### src/rtl/ddr_port_arbiter.sv
// Shares the single DDR block port between the I-cache refill path and the
// D-cache refill/writeback path, one registered transaction at a time.
module ddr_port_arbiter #(
    parameter int MAX_DC_STREAK  = 4,
    parameter int TIMEOUT_CYCLES = 1024
) (
    input  logic         clk,
    input  logic         rst,
    input  logic         ic_req,
    input  logic [29:0]  ic_addr,
    output logic         ic_done,
    input  logic         dc_req,
    input  logic         dc_write,
    input  logic [29:0]  dc_addr,
    input  logic [255:0] dc_wdata,
    output logic         dc_done,
    output logic [255:0] block_out,
    output logic         ram_en,
    output logic         ram_write,
    output logic [26:0]  ram_addr,
    output logic [255:0] ram_wdata,
    input  logic         ram_rdy,
    input  logic [255:0] ram_rdata,
    output logic         busy,
    output logic         owner,
    output logic         timeout_err
);

    localparam logic [1:0]  ST_IDLE    = 2'd0;
    localparam logic [1:0]  ST_ISSUE   = 2'd1;
    localparam logic [1:0]  ST_DONE    = 2'd2;
    localparam logic [1:0]  ST_GAP     = 2'd3;
    localparam logic [3:0]  STREAK_MAX = 4'(MAX_DC_STREAK);
    localparam logic [15:0] TIMER_LAST = 16'(TIMEOUT_CYCLES - 1);

    logic [1:0]   state_q, state_d;
    logic         owner_q, owner_d;
    logic         ram_en_q, ram_en_d;
    logic         ram_write_q, ram_write_d;
    logic [26:0]  ram_addr_q, ram_addr_d;
    logic [255:0] ram_wdata_q, ram_wdata_d;
    logic [255:0] block_out_q, block_out_d;
    logic         ic_done_q, ic_done_d;
    logic         dc_done_q, dc_done_d;
    logic         timeout_err_q, timeout_err_d;
    logic [3:0]   streak_q, streak_d;
    logic [15:0]  timer_q, timer_d;
    logic         grant_ic, grant_dc;
    logic         addr_lsb_unused;

    // Word-offset bits inside a 256-bit block never reach the DDR port.
    assign addr_lsb_unused = ^{ic_addr[2:0], dc_addr[2:0]};

    always_comb begin
        grant_dc = (state_q == ST_IDLE) && dc_req && !(ic_req && (streak_q == STREAK_MAX));
        grant_ic = (state_q == ST_IDLE) && ic_req && !grant_dc;
    end

    always_comb begin
        state_d       = state_q;
        owner_d       = owner_q;
        ram_write_d   = ram_write_q;
        ram_addr_d    = ram_addr_q;
        ram_wdata_d   = ram_wdata_q;
        block_out_d   = block_out_q;
        timeout_err_d = timeout_err_q;
        streak_d      = streak_q;
        timer_d       = timer_q;
        // Handshake outputs lag the state by one edge so the done cycle sees ram_en low.
        ram_en_d      = (state_q == ST_ISSUE);
        ic_done_d     = (state_q == ST_DONE) && !owner_q;
        dc_done_d     = (state_q == ST_DONE) && owner_q;

        case (state_q)
            ST_IDLE: begin
                if (grant_ic) begin
                    owner_d     = 1'b0;
                    ram_addr_d  = ic_addr[29:3];
                    ram_write_d = 1'b0;
                    streak_d    = 4'd0;
                    state_d     = ST_ISSUE;
                end else if (grant_dc) begin
                    owner_d     = 1'b1;
                    ram_addr_d  = dc_addr[29:3];
                    ram_write_d = dc_write;
                    ram_wdata_d = dc_wdata;
                    // Only count D-cache wins that actually made the I-cache wait.
                    if (!ic_req) begin
                        streak_d = 4'd0;
                    end else if (streak_q < STREAK_MAX) begin
                        streak_d = streak_q + 4'd1;
                    end
                    state_d     = ST_ISSUE;
                end
            end
            ST_ISSUE: begin
                timer_d = timer_q + 16'd1;
                if (ram_rdy) begin
                    block_out_d = ram_rdata;
                    state_d     = ST_DONE;
                end else if (timer_q == TIMER_LAST) begin
                    timeout_err_d = 1'b1;
                    block_out_d   = '0;
                    state_d       = ST_DONE;
                end
            end
            ST_DONE: begin
                timer_d = 16'd0;
                state_d = ST_GAP;
            end
            default: begin
                // Wait for the controller to release ram_rdy so the requester can drop req.
                if (!ram_rdy) begin
                    state_d = ST_IDLE;
                end
            end
        endcase
    end

    always_ff @(posedge clk) begin
        if (rst) begin
            state_q       <= ST_IDLE;
            owner_q       <= 1'b0;
            ram_en_q      <= 1'b0;
            ram_write_q   <= 1'b0;
            ram_addr_q    <= '0;
            ram_wdata_q   <= '0;
            block_out_q   <= '0;
            ic_done_q     <= 1'b0;
            dc_done_q     <= 1'b0;
            timeout_err_q <= 1'b0;
            streak_q      <= 4'd0;
            timer_q       <= 16'd0;
        end else begin
            state_q       <= state_d;
            owner_q       <= owner_d;
            ram_en_q      <= ram_en_d;
            ram_write_q   <= ram_write_d;
            ram_addr_q    <= ram_addr_d;
            ram_wdata_q   <= ram_wdata_d;
            block_out_q   <= block_out_d;
            ic_done_q     <= ic_done_d;
            dc_done_q     <= dc_done_d;
            timeout_err_q <= timeout_err_d;
            streak_q      <= streak_d;
            timer_q       <= timer_d;
        end
    end

    assign ic_done     = ic_done_q;
    assign dc_done     = dc_done_q;
    assign block_out   = block_out_q;
    assign ram_en      = ram_en_q;
    assign ram_write   = ram_write_q;
    assign ram_addr    = ram_addr_q;
    assign ram_wdata   = ram_wdata_q;
    assign busy        = (state_q != ST_IDLE);
    assign owner       = owner_q;
    assign timeout_err = timeout_err_q;

endmodule

### config.mk
export PLATFORM = sky130hd
export DESIGN_NAME = ddr_port_arbiter
export DESIGN_NICKNAME = d
export VERILOG_FILES = /design/src/rtl/ddr_port_arbiter.sv
export SDC_FILE = /design/constraint.sdc
export NUM_CORES = 1
export LEC_CHECK = 0
export CORE_AREA = 2 2 432 434
export DETAILED_ROUTE_END_ITERATION = 12
export DIE_AREA = 0 0 434 436
export HOLD_SLACK_MARGIN = 0.08
export MAX_ROUTING_LAYER = met4
export PLACE_DENSITY = 0.39
export RECOVER_POWER = 100
export SLEW_MARGIN = 20
export SYNTH_ARGS = -nofsm -noshare
export SYNTH_HDL_FRONTEND = slang
export SYNTH_SLANG_ARGS = --single-unit
### constraint.sdc
create_clock -name clk -period 6.3 [get_ports clk]
set_input_delay 0.63 -clock clk [delete_from_list [all_inputs] [get_ports clk]]
set_output_delay 0.63 -clock clk [all_outputs]
set_load 0.02 [all_outputs]
==> impl_metrics.yaml <==
power:
  powerDensity_nw_per_um2: 368
  p_leak_nw: 13.6
  irDropWorstVdd_v: 0.000243
setup_path:
  cpPeakStageDelay_ns: 1.75
  crit_slowest_cell: "or2_0"
  cp.depth: 6
  crit_type: "reg2reg"
  cp_cell_sequence: "ha_1 -> nand4_1 -> nor4_1 -> or2_0 -> buf_4 -> a311oi_1"
  critPathLaunchType: "flip-flop"
  cp_top_family: "simple AND/OR/NAND/NOR gates"
  cp-end-kind: "flip-flop"
  critPathMaxFanout: 59
  crit_arrival_ns: 4.84
  path_buf_inv: 1
  worstPathRequired_ns: 6.76
  ff2ff_path_depth: 6
yosys:
  synthTopCellsByArea: "dfxtp_1, nand2_1, a21oi_1"
  synth_seq_cells: 567
  syn_area_um2: 21500
  yosysUniqueCellTypes: 41
  synth_warnings: 0
  synth_nets: 3169
  syn-instance-count: 2585
  netlist.area_leader.share: 0.527
  avgSynthCellArea_um2: 8.33
  synth_sequential_area_ratio: 0.527
  synth_top_area_cell: "dfxtp_1"
clocking:
  worstSkewPairLatency_ns: 0.69
  htreeDepth: 3
  holdBufCountCts: 0
  cts_root_buf: "clkbuf_16"
  cts_setup_buffers: 0
  cts_buffers: 80
  path_clk_slew_ns: 0.06
  cts_buffer_depth: 3
  cts_tree: "yes"
  cts.repair.resized: 0
  clkSinkCount: 567
outcome:
  violations: "max-capacitance violations, max-slew violations"
  status: "finished with violations"
global_route:
  grt_max_degree: 155
  grt.met1_usage: 0.121
  grt_remaining_overflow: 0
  antenna_found_initial: 35
  grt_pass1_wl_um: 159000
  grtUsageMet3: 0.0426
  grt_pass1_vias: 21900
  met2_usage: 0.203
  globalRoute.busiestLayer: "met2"
  grt_usage: 0.118
floorplan:
  core_area_um2: 185000
  dieArea_um2: 189000
  die_h_um: 436
  rows: 158
  io_pins: 1124
  initial_core_util: 0.117
  die_x_um: 434
placement:
  gp_routability_congestion: 0.815
  hpwl_um: 82300
  port_buffers: 1117
layout:
  final_common_cell: "nand2_1"
  syn2layout_area_growth_pct: 74.8
  mostFrequentLayoutCells: "nand2_1, clkdlybuf4s50_1, dfxtp_1, dlygate4sd3_1, a21oi_1"
  finalNetCount: 4148
  drive_gt1_frac: 0.0431
  final_util: 0.204
timing:
  grt_setup_unrepaired: "false"
  post-route-min-period_ns: 4.38
  finalCritPeriodShare: 0.695
  hold_slack_ns: 0.435
  clock.fmax_mhz: 229
  setup_viol: 0
  fin_tns_setup_ns: 0
  hold_violations: 0
  drv_slew: 146
  max_slew_margin: -0.690
  worstMarginPinSlew_ns: 2.53
  finClkSkew_ns: 0.0207
detailed_routing:
  post_drt_wl_per_cell_um: 18.6
  first_pass_iters: 5
  drc: 0
  wl_um: 114000
  ant_nets: 0
  first_iter_violations: 1118
  viasPerCell: 3.71
  vias: 22800
run:
  drv_cap: 4
hold_path:
  hp-class: "in2reg"
  hold_path_depth: 2
[final cells by class]
cell class	count	area, um2
Fill cell	20600	147000
Timing Repair Buffer	1149	11500
Sequential cell	567	11400
Multi-Input combinational cell	1757	9000
Tap cell	2480	3100
Clock buffer	114	2320
Clock inverter	20	198
Antenna cell	36	90.1
Inverter	9	33.8
[registers in the layout, indices dropped and copies added, names as in the netlist, 2 cells and up]
| signal | flops |
|---|---|
| ram_wdata | 256 |
| block_out | 256 |
| streak_q | 4 |
| state_q | 2 |
| ram_addr | 27 |
| timer_q | 16 |
[where the power goes]
part           internal [mW]  leakage (nW)  switching, mW
Sequential              4.20          4.63          0.297
Combinational           1.78          7.77           3.15
Clock                   2.59          1.23           1.83
[synth_stat cells]
cell type and number:
a21o_1 1, a21oi_1 523, a311oi_1 284, a31oi_1 1
a32oi_1 1, and2_1 2, and3_1 2, and3b_1 1
and4_1 2, buf_1 12, buf_2 3, buf_4 1
buf_6 26, buf_8 1, clkbuf_1 209, dfxtp_1 567
ha_1 6, inv_1 9, mux2_2 1, mux2i_1 1
nand2_1 805, nand3_1 37, nand4_1 7, nand4b_1 1
nor2_1 46, nor2b_1 1, nor3_1 3, nor3b_1 1
nor4_1 2, nor4_2 1, o21ai_0 4, o21ba_2 1
o21bai_1 1, o31ai_1 2, o41ai_2 1, or2_1 1
or3_1 3, or4_1 3, or4b_4 1, xnor2_1 7
xor2_1 4
[kinds of logic (layout without fill, tap and decap cells)]
logic type      Yosys count  count (layout)  synth area share
buf+inv                 261            1292            0.0554
xor+xnor                 11              11           0.00447
compound gates          819             819             0.241
flops                   567             567             0.527
simple gates            919             919             0.167
other cells               0              36                 0
mux                       2               2          0.000988
fa+ha+maj                 6               6           0.00349
[metrics by stage]
stage | area (um2) | instances | power, mW | setup slack (ns)
final | 37600 | 6132 | 13.9 | 1.92
after global routing | 37600 | 6129 | 14.7 | 1.57
after CTS | 37600 | 6096 | 14.4 | 3.03
after detailed placement | 35100 | 5962 | 9.86 | 2.94
after global placement | 35100 | 5962 | 9.83 | 2.95
after floorplan | 21500 | 2585 | 7.23 | 4.28
[final timing paths]
check	startpoint	endpoint	slack [ns]
setup / recovery	timer_q[0]$_SDFFE_PP0P_	block_out[233]$_SDFFE_PP0P_	1.92
hold / removal	rst	ram_wdata[223]$_SDFFE_PP0P_	0.43
setup reg to reg	timer_q[0]$_SDFFE_PP0P_	block_out[233]$_SDFFE_PP0P_	1.92
hold reg to reg	ram_wdata[245]$_SDFFE_PP0P_	ram_wdata[245]$_SDFFE_PP0P_	0.45
[layer usage]
metal	vias up	share of wire
li1	11200	-
met5	-	0
met2	820	0.51
met3	175	0.085
met4	0	0.042
met1	10600	0.37
Power figures use the tool's default switching activity.
